--- config.mk ---
export PLATFORM = sky130hd
export DESIGN_NAME = mem_stage
export DESIGN_NICKNAME = d
export VERILOG_FILES = /design/src/rtl/mem_stage_pkg.sv /design/src/rtl/mem_wait_fsm.sv /design/src/rtl/mem_stage.sv
export SDC_FILE = /design/constraint.sdc
export NUM_CORES = 1
export LEC_CHECK = 0
export ABC_AREA = 0
export CELL_PAD_IN_SITES_DETAIL_PLACEMENT = 0
export CELL_PAD_IN_SITES_GLOBAL_PLACEMENT = 1
export CORE_MARGIN = 5
export CORE_UTILIZATION = 19
export CTS_BUF_LIST = sky130_fd_sc_hd__clkbuf_4 sky130_fd_sc_hd__clkbuf_8
export DETAILED_ROUTE_END_ITERATION = 16
export PLACE_DENSITY = 0.92
export SKIP_CTS_REPAIR_TIMING = 1
export SLEW_MARGIN = 25
export SYNTH_ARGS = -nofsm -noshare
export SYNTH_HDL_FRONTEND = slang
export SYNTH_SLANG_ARGS = --single-unit
export TNS_END_PERCENT = 30
--- constraint.sdc ---
create_clock -name clk -period 1.85 [get_ports clk]
set_clock_uncertainty 0.15 [all_clocks]
set_input_delay 0.37 -clock clk [delete_from_list [all_inputs] [get_ports clk]]
set_output_delay 0.37 -clock clk [all_outputs]
set_load 0.05 [all_outputs]
--- src/rtl/mem_stage_pkg.sv ---
// Shared definitions for the memory-access pipeline stage.
//   - Data, address and register-index widths
//   - FSM state encoding for the wait sequencer
//   - Read-data value returned when an access times out
//   - Memory request payload and the access-condition helper
package mem_stage_pkg;

  localparam int unsigned DW          = 16;
  localparam int unsigned AW          = 16;
  localparam int unsigned RW          = 4;
  localparam int unsigned TMO_CYC_DEF = 255;

  typedef enum logic [1:0] {
    ST_IDLE = 2'b00,
    ST_WAIT = 2'b01,
    ST_DONE = 2'b10
  } state_e;

  localparam logic [DW-1:0] TIMEOUT_DATA = DW'(16'hFFFF);

  // Request payload presented to data memory
  typedef struct packed {
    logic          wr;
    logic [AW-1:0] addr;
    logic [DW-1:0] wdata;
  } mem_req_t;

  // A valid (non-bubble) instruction that loads or stores
  function automatic logic is_access(input logic inval, input logic rd, input logic wr);
    return ~inval & (rd | wr);
  endfunction

endpackage

--- src/rtl/mem_wait_fsm.sv ---
// Wait sequencer for the memory stage: tracks an outstanding data-memory
// access, captures its read data and raises the pipeline stall.
// Optional feature macro: MEM_TIMEOUT_EN (abandons a WAIT after TMO_CYC
// cycles, returns TIMEOUT_DATA and sets sticky mem_err).
// Ports:
//   clk, rst        clock, synchronous active-high reset
//   acc             current EX instruction needs memory
//   is_store        current EX instruction is a store
//   mem_ready       memory completes the request this cycle
//   mem_rdata       memory read data
//   state           current sequencer state (for result muxing)
//   mem_en          request to memory (combinational)
//   stall           freeze upstream pipeline (combinational)
//   rdata_q         read data captured at completion of a waited access
//   mem_err         sticky timeout flag (0 without MEM_TIMEOUT_EN)
module mem_wait_fsm
  import mem_stage_pkg::*;
#(
  parameter int unsigned TMO_CYC = TMO_CYC_DEF
) (
  input  logic          clk,
  input  logic          rst,
  input  logic          acc,
  input  logic          is_store,
  input  logic          mem_ready,
  input  logic [DW-1:0] mem_rdata,
  output state_e        state,
  output logic          mem_en,
  output logic          stall,
  output logic [DW-1:0] rdata_q,
  output logic          mem_err
);

  state_e state_nxt;
  logic   tmo_hit;

  // State register
  always_ff @(posedge clk) begin
    if (rst) state <= ST_IDLE;
    else     state <= state_nxt;
  end

  // Next-state logic; a response always wins over a timeout in the same cycle
  always_comb begin
    state_nxt = state;
    unique case (state)
      ST_IDLE: if (acc && !mem_ready) state_nxt = ST_WAIT;
      ST_WAIT: if (mem_ready || tmo_hit) state_nxt = ST_DONE;
      ST_DONE: state_nxt = ST_IDLE;
      default: state_nxt = ST_IDLE;
    endcase
  end

  // Request/stall outputs; reset drops any request immediately
  always_comb begin
    mem_en = 1'b0;
    stall  = 1'b0;
    if (!rst) begin
      unique case (state)
        ST_IDLE: begin
          mem_en = acc;
          stall  = acc & ~mem_ready;
        end
        ST_WAIT: begin
          mem_en = 1'b1;
          stall  = 1'b1;
        end
        default: begin
          mem_en = 1'b0;
          stall  = 1'b0;
        end
      endcase
    end
  end

  // Completion data for waited accesses; stores return zero
  always_ff @(posedge clk) begin
    if (rst) begin
      rdata_q <= '0;
    end else if (state == ST_WAIT) begin
      if (mem_ready)    rdata_q <= is_store ? '0 : mem_rdata;
      else if (tmo_hit) rdata_q <= TIMEOUT_DATA;
    end
  end

`ifdef MEM_TIMEOUT_EN
  localparam int unsigned CW = (TMO_CYC < 2) ? 1 : $clog2(TMO_CYC + 1);

  logic [CW-1:0] wait_cnt;

  // Counts WAIT cycles, saturating; cleared whenever idle so each access starts at 0
  always_ff @(posedge clk) begin
    if (rst)                                    wait_cnt <= '0;
    else if (state == ST_IDLE)                  wait_cnt <= '0;
    else if (state == ST_WAIT && wait_cnt != '1) wait_cnt <= wait_cnt + CW'(1);
  end

  // This is the TMO_CYC-th WAIT cycle with no response
  assign tmo_hit = (state == ST_WAIT) && !mem_ready &&
                   ((32'(wait_cnt) + 32'd1) >= TMO_CYC);

  // Sticky until reset
  always_ff @(posedge clk) begin
    if (rst)          mem_err <= 1'b0;
    else if (tmo_hit) mem_err <= 1'b1;
  end
`else
  logic unused_tmo;
  assign unused_tmo = ^TMO_CYC;
  assign tmo_hit    = 1'b0;
  assign mem_err    = 1'b0;
`endif

endmodule

--- src/rtl/mem_stage.sv ---
// Memory-access stage of the 5-stage 16-bit pipeline. Sits between EX/MEM
// and MEM_WB, issues loads/stores over a request/ready handshake, stalls
// upstream while an access is outstanding and feeds a bubble to MEM_WB
// during every stall cycle.
// Optional feature macro: MEM_TIMEOUT_EN (access timeout, see mem_wait_fsm).
// Ports:
//   clk, rst                     clock, synchronous active-high reset
//   EX_*                         instruction/control from EX/MEM register
//   mem_rdata, mem_ready         data-memory response
//   mem_en, mem_wr               request strobe and direction (1=store)
//   mem_addr, mem_wdata          request address/data (zero when idle)
//   MEM_*                        results and control to MEM_WB
//   stall                        freeze PC, IF/ID, ID/EX and EX/MEM
//   mem_err                      sticky timeout flag
module mem_stage
  import mem_stage_pkg::*;
#(
  parameter int unsigned TMO_CYC = TMO_CYC_DEF
) (
  input  logic          clk,
  input  logic          rst,
  input  logic [DW-1:0] EX_aluresult,
  input  logic [DW-1:0] EX_wrdata,
  input  logic [DW-1:0] EX_instr,
  input  logic          EX_memread,
  input  logic          EX_memwrite,
  input  logic          EX_RegWrite,
  input  logic          EX_memtoreg,
  input  logic          EX_inval,
  input  logic [RW-1:0] EX_regtowrite,
  input  logic [DW-1:0] mem_rdata,
  input  logic          mem_ready,
  output logic          mem_en,
  output logic          mem_wr,
  output logic [AW-1:0] mem_addr,
  output logic [DW-1:0] mem_wdata,
  output logic [DW-1:0] MEM_memdata,
  output logic [DW-1:0] MEM_aluresult,
  output logic [DW-1:0] MEM_instr,
  output logic          MEM_RegWrite,
  output logic          MEM_memtoreg,
  output logic          MEM_inval,
  output logic [RW-1:0] MEM_regtowrite,
  output logic          stall,
  output logic          mem_err
);

  logic          acc;
  state_e        state;
  logic [DW-1:0] rdata_q;
  mem_req_t      req;

  // Store wins when both memread and memwrite are set
  assign acc = is_access(EX_inval, EX_memread, EX_memwrite);

  mem_wait_fsm #(
    .TMO_CYC (TMO_CYC)
  ) u_fsm (
    .clk       (clk),
    .rst       (rst),
    .acc       (acc),
    .is_store  (EX_memwrite),
    .mem_ready (mem_ready),
    .mem_rdata (mem_rdata),
    .state     (state),
    .mem_en    (mem_en),
    .stall     (stall),
    .rdata_q   (rdata_q),
    .mem_err   (mem_err)
  );

  // Request payload straight from EX; upstream holds it stable while stalled
  always_comb begin
    req = '0;
    if (mem_en) begin
      req.wr    = EX_memwrite;
      req.addr  = EX_aluresult[AW-1:0];
      req.wdata = EX_wrdata;
    end
  end

  assign mem_wr    = req.wr;
  assign mem_addr  = req.addr;
  assign mem_wdata = req.wdata;

  // Load result: live data on a zero-wait hit, captured data when released from DONE
  always_comb begin
    MEM_memdata = '0;
    unique case (state)
      ST_IDLE: if (mem_en && mem_ready) MEM_memdata = mem_rdata;
      ST_DONE: MEM_memdata = rdata_q;
      default: MEM_memdata = '0;
    endcase
  end

  assign MEM_aluresult  = EX_aluresult;
  assign MEM_instr      = EX_instr;
  assign MEM_RegWrite   = EX_RegWrite;
  assign MEM_memtoreg   = EX_memtoreg;
  assign MEM_regtowrite = EX_regtowrite;

  // Every stall cycle reaches MEM_WB as a bubble
  assign MEM_inval = EX_inval | stall;

endmodule

---- Word level (Yosys, flattened, before mapping) ----
Cells that the tools add are included.
storage, ports and cells
  register bits ........................... 18
  bits of input ports ..................... 76
  output and inout bits ................... 91
  word-level logic and storage cells ...... 29
operators by class
  eq/ne operators ......................... 4
  mux-type cells .......................... 11
  bitwise gates (word level) .............. 6
  reduce and logical (&&, ||, !) cells .... 6
operator list
  cell                count
  $mux 33             1
  $mux 16             2
  $pmux 16 s2         1
  $mux 2              2
  $pmux 1 s2          2
  $pmux 2 s2          1
  $reduce_and 2->1    2
  $and 1x1->1         2
  $eq 2x1->1 const B  1
  $eq 2x2->1 const B  1
  $logic_and 1x1->1   2
  $logic_not 2->1     1
  $mux 1              2
  $ne 2x1->1 const B  1
  $ne 2x2->1 const B  1
  $not 1->1           2
  $or 1x1->1          2
  $logic_not 1->1     1

---- Longest topological paths before layout ----
Gate-level depths: netlist of run 1.
  depth in word-level cells ............... 7
  depth in mapped cells ................... 6
  gate-level depth less buffers ........... 3

---- Hierarchy ----
A second synthesis of run 1 with hierarchy kept.
unflattened totals
  cells, all modules ...................... 216
  area total of the unflattened synthesis .. 1730.4 µm²
modules (own cells, without submodules)
  module        instances  cells each  area each (µm²)  seq. area each (µm²)
  mem_wait_fsm  1          82          868.3            360.3
  mem_stage     1          134         862.1            0.0

---- Worst setup path before layout of run 1 ----
Ideal clock, no wire load.
  path type ............................... input-to-output
  start ................................... input port rst
  end ..................................... output port MEM_memdata[13]
  arrival ................................. 1.824 ns
  data required time ...................... 1.330 ns
  path slack .............................. -0.494 ns
  cell stages on the path ................. 6
  path buffers ............................ 3
  cells stage by stage .................... buf_6 > nor2_2 > buf_6 > buf_2 > nand4_1 > a21oi_1
on the way
  word-level cells in the longest chain between the ends .. 4
RTL lines
  what                line                source
  start: declaration  mem_stage.sv:21     input logic rst,
  $mux 1              mem_wait_fsm.sv:58  if (!rst) begin
  $logic_and 1x1->1   mem_stage.sv:90     ST_IDLE: if (mem_en && mem_ready) MEM_memdata = mem_rdata;
  $mux 16             mem_stage.sv:90
  $pmux 16 s2         mem_stage.sv:89     unique case (state)
  end: declaration    mem_stage.sv:37     output logic [DW-1:0] MEM_memdata,
Every way passes these cells.

---- Worst setup path after layout of run 1 ----
  start ................................... register u_fsm.state[1]
  end ..................................... output port MEM_memdata[12]
on the way
  word-level cells in the longest chain between the ends .. 6
  elaborated cells between the ends (all ways) .. 8
  those cells by class .................... 2 x eq/ne; 4 x mux; 2 x reduce/logical
RTL lines
  what                                                  line                                 source
  start: declaration                                    mem_wait_fsm.sv:27                   output state_e state,
  start signal: assignment                              mem_wait_fsm.sv:40                   else state <= state_nxt;
  $eq 2x1->1 / $logic_not 2->1 (equally long branches)  mem_wait_fsm.sv:59, mem_stage.sv:89
  $pmux 1 s2                                            mem_wait_fsm.sv:59                   unique case (state)
  $mux 1                                                mem_wait_fsm.sv:58
  $logic_and 1x1->1                                     mem_stage.sv:90
  $mux 16                                               mem_stage.sv:90
  $pmux 16 s2 (*)                                       mem_stage.sv:89
Mark *: on every way between the ends. The rest lies on a longest branch, timed or not.

==> results of run 1 <==
## worst paths after layout
| check | from | end | slack [ns] |
|---|---|---|---|
| setup reg to reg | u_fsm.state[1] | u_fsm.rdata_q[4] | 0.33 |
| hold reg to reg | u_fsm.rdata_q[12] | u_fsm.rdata_q[12] | 0.31 |
| hold / removal | u_fsm.rdata_q[12] | u_fsm.rdata_q[12] | 0.31 |
| setup / recovery | u_fsm.state[1] | MEM_memdata[12] | -0.09 |
## per-stage QoR
step                hold WS [ns]  instance area, um2  util [%]
detailed placement         0.302                3580      43.5
global route               0.334                3730      45.4
CTS                        0.313                3630      44.2
global placement           0.290                3580      43.5
floorplan                  0.281                1750         -
finish                     0.310                3730      45.4
## Yosys cell counts
cell type	count
nand3b_1	6
buf_2	1
inv_1	1
buf_4	41
o21a_4	1
buf_6	9
a21o_1	1
nor2_2	1
nand2_1	21
clkbuf_1	5
o21bai_1	1
and2_1	8
nor2_4	1
and3_1	1
o21ba_1	1
nand4_1	16
and3b_1	1
and2_4	26
dfxtp_1	18
nor2_1	1
nor3_1	1
a22o_1	11
a21oi_1	22
and4b_1	1
conb_1	1
## layer usage
| metal | vias up | GRT usage [%] | wire [um] |
|---|---|---|---|
| met5 | - | 0 | 0 |
| met3 | 14 | 6.40 | 942 |
| met1 | 840 | 11.5 | 2140 |
| met2 | 114 | 22.6 | 3580 |
| met4 | 0 | 2.97 | 85 |
| li1 | 845 | - | - |
## layout make-up
| cell class | instances | area share [%] |
|---|---|---|
| Sequential cell | 18 | 9.72 |
| Timing Repair Buffer | 155 | 58.5 |
| Clock buffer | 4 | 1.48 |
| Multi-Input combinational cell | 124 | 26.7 |
| Tap cell | 105 | 3.52 |
| Inverter | 1 | 0.101 |
## cells by family (layout without fill, tap and decap cells)
| group | Yosys count | count (layout) | synth area share (%) |
|---|---|---|---|
| other cells | 1 | 1 | 0.234 |
| flops | 18 | 18 | 22.5 |
| buf+inv | 57 | 160 | 27.3 |
| compound gates | 37 | 39 | 15.4 |
| simple gates | 84 | 84 | 34.6 |
## registers in the layout (all words and copies together), names as in the netlist
| signal | flops |
|---|---|
| u_fsm.state | 2 |
| u_fsm.rdata_q | 16 |
## report_power, final
part | switching, mW | internal, mW
logic | 0.429 | 0.456
clock network | 0.139 | 0.189
registers | 0.00506 | 0.393
total | 0.573 | 1.04
## critical path: stages (launching register included)
cell	delay [ns]
dfxtp_2	0.33
nor2_4	0.16
buf_6	0.16
nand4_1	0.15
a21oi_4	0.21
buf_12	0.15
==> results_dict.tcl, run 1 <==
set metrics [dict create \
    synth_warnings 0 \
    synth_top_area_share_pct 22.5 \
    grt_overflow 0 \
    fin_ws_ns -0.0929 \
    rsz0062_at_grt "yes" \
    fillers 742 \
    synthCells 197 \
    mostFrequentLayoutCells "buf_12, clkdlybuf4s50_1, and2_4, buf_4, nand2_1" \
    clkTransAtPathRegs_ns 0.07 \
    synth_fp_nets 273 \
    ir_drop_uv 250 \
    drive_gt1_share_pct 53.6 \
    regArea_um2 363 \
    route.detailed.drc 0 \
    nets 379 \
    cellPowerDensity_nw_per_um2 432 \
    numPortBuffers 121 \
    failed_checks "negative setup slack" \
    dp_hpwl_um 5290 \
    clock_sinks 18 \
    grt.total_usage_pct 12.1 \
    max_freq_mhz 515 \
    cts_tree "yes" \
    crit_fanout 9 \
    layout_commonest_cell "buf_12" \
    synthTopCellsByArea "dfxtp_1, buf_4, and2_4" \
    wirelength_um 6750 \
    areaGrowthSynthToFinish_pct 133 \
    place_inst 397 \
    fin_crit_sh_pct 105 \
    die-area_um2 10400 \
    vias_per_cell 4.45 \
    ys_seq_area_share_pct 22.5 \
    power.total_mw 1.61 \
    rr_worst_depth 4 \
    dr.pass1.iters 4 \
    critPathLaunchType "register" \
    rows 33 \
    avgSynthCellArea_um2 8.12 \
    place_ws_ns -0.591 \
    h-tree-depth 1 \
    grt_pass1_wl_um 9870 \
    report.final.slew_viol_count 0 \
    antenna_found_initial 0 \
    synth_top_area_cell "dfxtp_1" \
    min_period_ns 1.94 \
    status "finished with violations" \
    vias 1813 \
    end_kind "output pin" \
    numCtsBuffers 3 \
    synth_cell_types 25 \
    cp_data_required_time_ns 1.33 \
    clockBufferDepth 2 \
    n_antenna_cell 0 \
    fin_cells 407 \
    grt_pass1_vias 1930 \
    critPathKind "register to output pin" \
    maxCapViolations 0 \
    die_h_um 102 \
    gp_congestion 0.714 \
    clk_latency_ns 0.25 \
    wl_per_cell_um 16.6 \
    ant_nets 0 \
    syn_area_um2 1600 \
    min_path_cells 2 \
    multi_input_comb_area_um2 996 \
    finalHoldViolCount 0 \
    drtIter0Drc 45 \
    tns_ns -3.15 \
    min_path_type "register to register" \
    grt_start_max_net_pins 36 \
    chipWidth_um 102 \
    cts_root_buf "clkbuf_8" \
    leakage_nw 1.48 \
    start_util_pct 19.5 \
    crit_arrival_ns 1.42 \
    ys_ff_latch 18 \
    coreArea_um2 8220 \
    setup_viol 52 \
    pin_count 167 \
]
(Power assumes the default switching activity.)
==> run 2: changes to the inputs <==
- CAP_MARGIN: default -> 20
==> results of run 2 <==
The final DEF is identical to that of run 1; final timing and power are the same.
==> run 3: changes to the inputs <==
--- a/config.mk
+++ b/config.mk
@@ -16,5 +16,5 @@
 export PLACE_DENSITY = 0.92
 export SKIP_CTS_REPAIR_TIMING = 1
-export SLEW_MARGIN = 25
+export SLEW_MARGIN = 20
 export SYNTH_ARGS = -nofsm -noshare
 export SYNTH_HDL_FRONTEND = slang
--- a/constraint.sdc
+++ b/constraint.sdc
@@ -3,3 +3,3 @@
 set_input_delay 0.37 -clock clk [delete_from_list [all_inputs] [get_ports clk]]
 set_output_delay 0.37 -clock clk [all_outputs]
-set_load 0.05 [all_outputs]
+set_load 0.005 [all_outputs]
==> run 3 against run 2 <==
  * The run still ends with negative setup slack left
  * Sequential share of layout area grew 2.2 points
  * Sequential cell count is the same
  * Register-to-register slack gained 0.02 ns
  * Die area is the same
  * Non-clock buffer count grew 18
  * First-iteration DRC count shrank 2.2%
  * Critical endpoint is now mem_addr[14]
  * Highest routed layer unchanged
==> results_dict.tcl, run 3 (synthesis results as in run 1) <==
set metrics [dict create \
    status "finished with violations" \
    failed_checks "negative setup slack" \
    maxCapViolations 0 \
    report.final.slew_viol_count 0 \
    areaGrowthSynthToFinish_pct 90.9 \
    clock_sinks 18 \
    place_ws_ns -0.894 \
    gp_congestion 0.797 \
    grt_pass1_wl_um 8580 \
    wl_per_cell_um 15.4 \
    worstHoldStart "u_fsm.rdata_q[12]" \
    pin_count 167 \
    mostFrequentLayoutCells "clkdlybuf4s50_1, buf_4, and2_4, buf_6, clkbuf_2" \
    r2r-start "u_fsm.state[1]" \
    clk_latency_ns 0.25 \
    cts_tree "yes" \
    fin_crit_sh_pct 117 \
    clkTransAtPathRegs_ns 0.07 \
    n_antenna_cell 0 \
    rrSetupSlack_ns 0.35 \
    finalHoldViolCount 0 \
    ant_nets 0 \
    vias 1751 \
    setup_viol 45 \
    whs_ns 0.303 \
    power_frac_clock_pct 22.7 \
    cp_data_required_time_ns 1.33 \
    tns_ns -6.14 \
    h-tree-depth 1 \
    die-area_um2 10400 \
    rows 33 \
    min_path_type "register to register" \
    grt_start_max_net_pins 23 \
    antenna_found_initial 0 \
    wirelength_um 6480 \
    coreArea_um2 8220 \
    chipWidth_um 102 \
    route.detailed.drc 0 \
    top_register "u_fsm.rdata_q" \
    clockBufferDepth 2 \
    grt_pass1_vias 1635 \
    power_frac_seq_pct 33.5 \
    grt.total_usage_pct 10.3 \
    p_sw_share_pct 25.6 \
    worstReg2RegEnd "u_fsm.rdata_q[8]" \
    grt_overflow 0 \
    cp-startpoint "EX_memread" \
    layout_commonest_cell "clkdlybuf4s50_1" \
    fin_ws_ns -0.310 \
    timing.critical_path.to "mem_addr[14]" \
    power.total_mw 1.18 \
    nets 395 \
    reg_top3 "u_fsm.rdata_q: 16 flops, u_fsm.state: 2 flops" \
    crit_arrival_ns 1.64 \
    dr.pass1.iters 4 \
    critPathLaunchType "input port" \
    vias_per_cell 4.15 \
    cts_root_buf "clkbuf_8" \
    rr_worst_depth 4 \
    crit_fanout 4 \
    numPortBuffers 121 \
    die_h_um 102 \
    p_int_mw 0.882 \
    drtIter0Drc 44 \
    end_kind "output pin" \
    leakage_nw 1.52 \
    min_period_ns 2.16 \
    switchingPower_mw 0.303 \
    ir_drop_uv 234 \
    p_comb_share_pct 43.9 \
    start_util_pct 19.5 \
    cellPowerDensity_nw_per_um2 388 \
    dp_hpwl_um 4930 \
    rsz0062_at_grt "yes" \
    largest_reg_flops 16 \
    drive_gt1_share_pct 47.0 \
    max_freq_mhz 463 \
    fillers 843 \
    numCtsBuffers 3 \
    critPathKind "input port to output pin" \
]
## run 3: worst min-delay path by stage
stage | endpoint | slack (ns) | cells after the start
finish | u_fsm.rdata_q[12] | 0.30 | 2
global route | u_fsm.rdata_q[11] | 0.33 | 2
CTS | u_fsm.rdata_q[12] | 0.30 | 2
detailed placement | u_fsm.rdata_q[12] | 0.30 | 2
global placement | u_fsm.rdata_q[10] | 0.29 | 2
floorplan | u_fsm.rdata_q[10] | 0.28 | 2
## run 3: per-stage QoR
stage / cells / util [%] / cell area (um2)
2_1_floorplan: 197 / - / 1600
3_3_place_gp: 394 / 33.6 / 2760
3_5_place_dp: 394 / 33.6 / 2760
4_1_cts: 397 / 34.1 / 2800
5_1_grt: 422 / 37.2 / 3050
6_report: 422 / 37.2 / 3050
## run 3: layout make-up
cell class	instances	area, um2	area share, %
Clock buffer	3	41.3	1.35
Inverter	1	3.75	0.123
Multi-Input combinational cell	122	852	27.9
Sequential cell	18	365	12.0
Tap cell	105	131	4.30
Timing Repair Buffer	173	1660	54.4
## run 3: metal layers
| layer | up-vias | wire, um | track usage (%) |
|---|---|---|---|
| li1 | 870 | - | - |
| met1 | 810 | 2690 | 12.3 |
| met2 | 67 | 3180 | 18.7 |
| met3 | 4 | 555 | 3.37 |
| met4 | 0 | 51 | 1.23 |
| met5 | - | 0 | 0 |
## run 3: power by group through the flow
| stage | Combinational, mW | Clock (mW) | Sequential [mW] |
|---|---|---|---|
| global route | 0.553 | 0.305 | 0.397 |
| detailed placement | 0.454 | 0 | 0.405 |
| finish | 0.519 | 0.269 | 0.396 |
| CTS | 0.456 | 0.286 | 0.396 |
| global placement | 0.447 | 0 | 0.405 |
| floorplan | 0.209 | 0 | 0.405 |
## run 3: critical path, cell delays in order
cell and delay [ns]:
buf_6 0.10, o21ba_4 0.22, o21a_4 0.23, buf_6 0.13, clkbuf_16 0.14, buf_6 0.11
buf_6 0.10, and2_4 0.14, buf_6 0.10
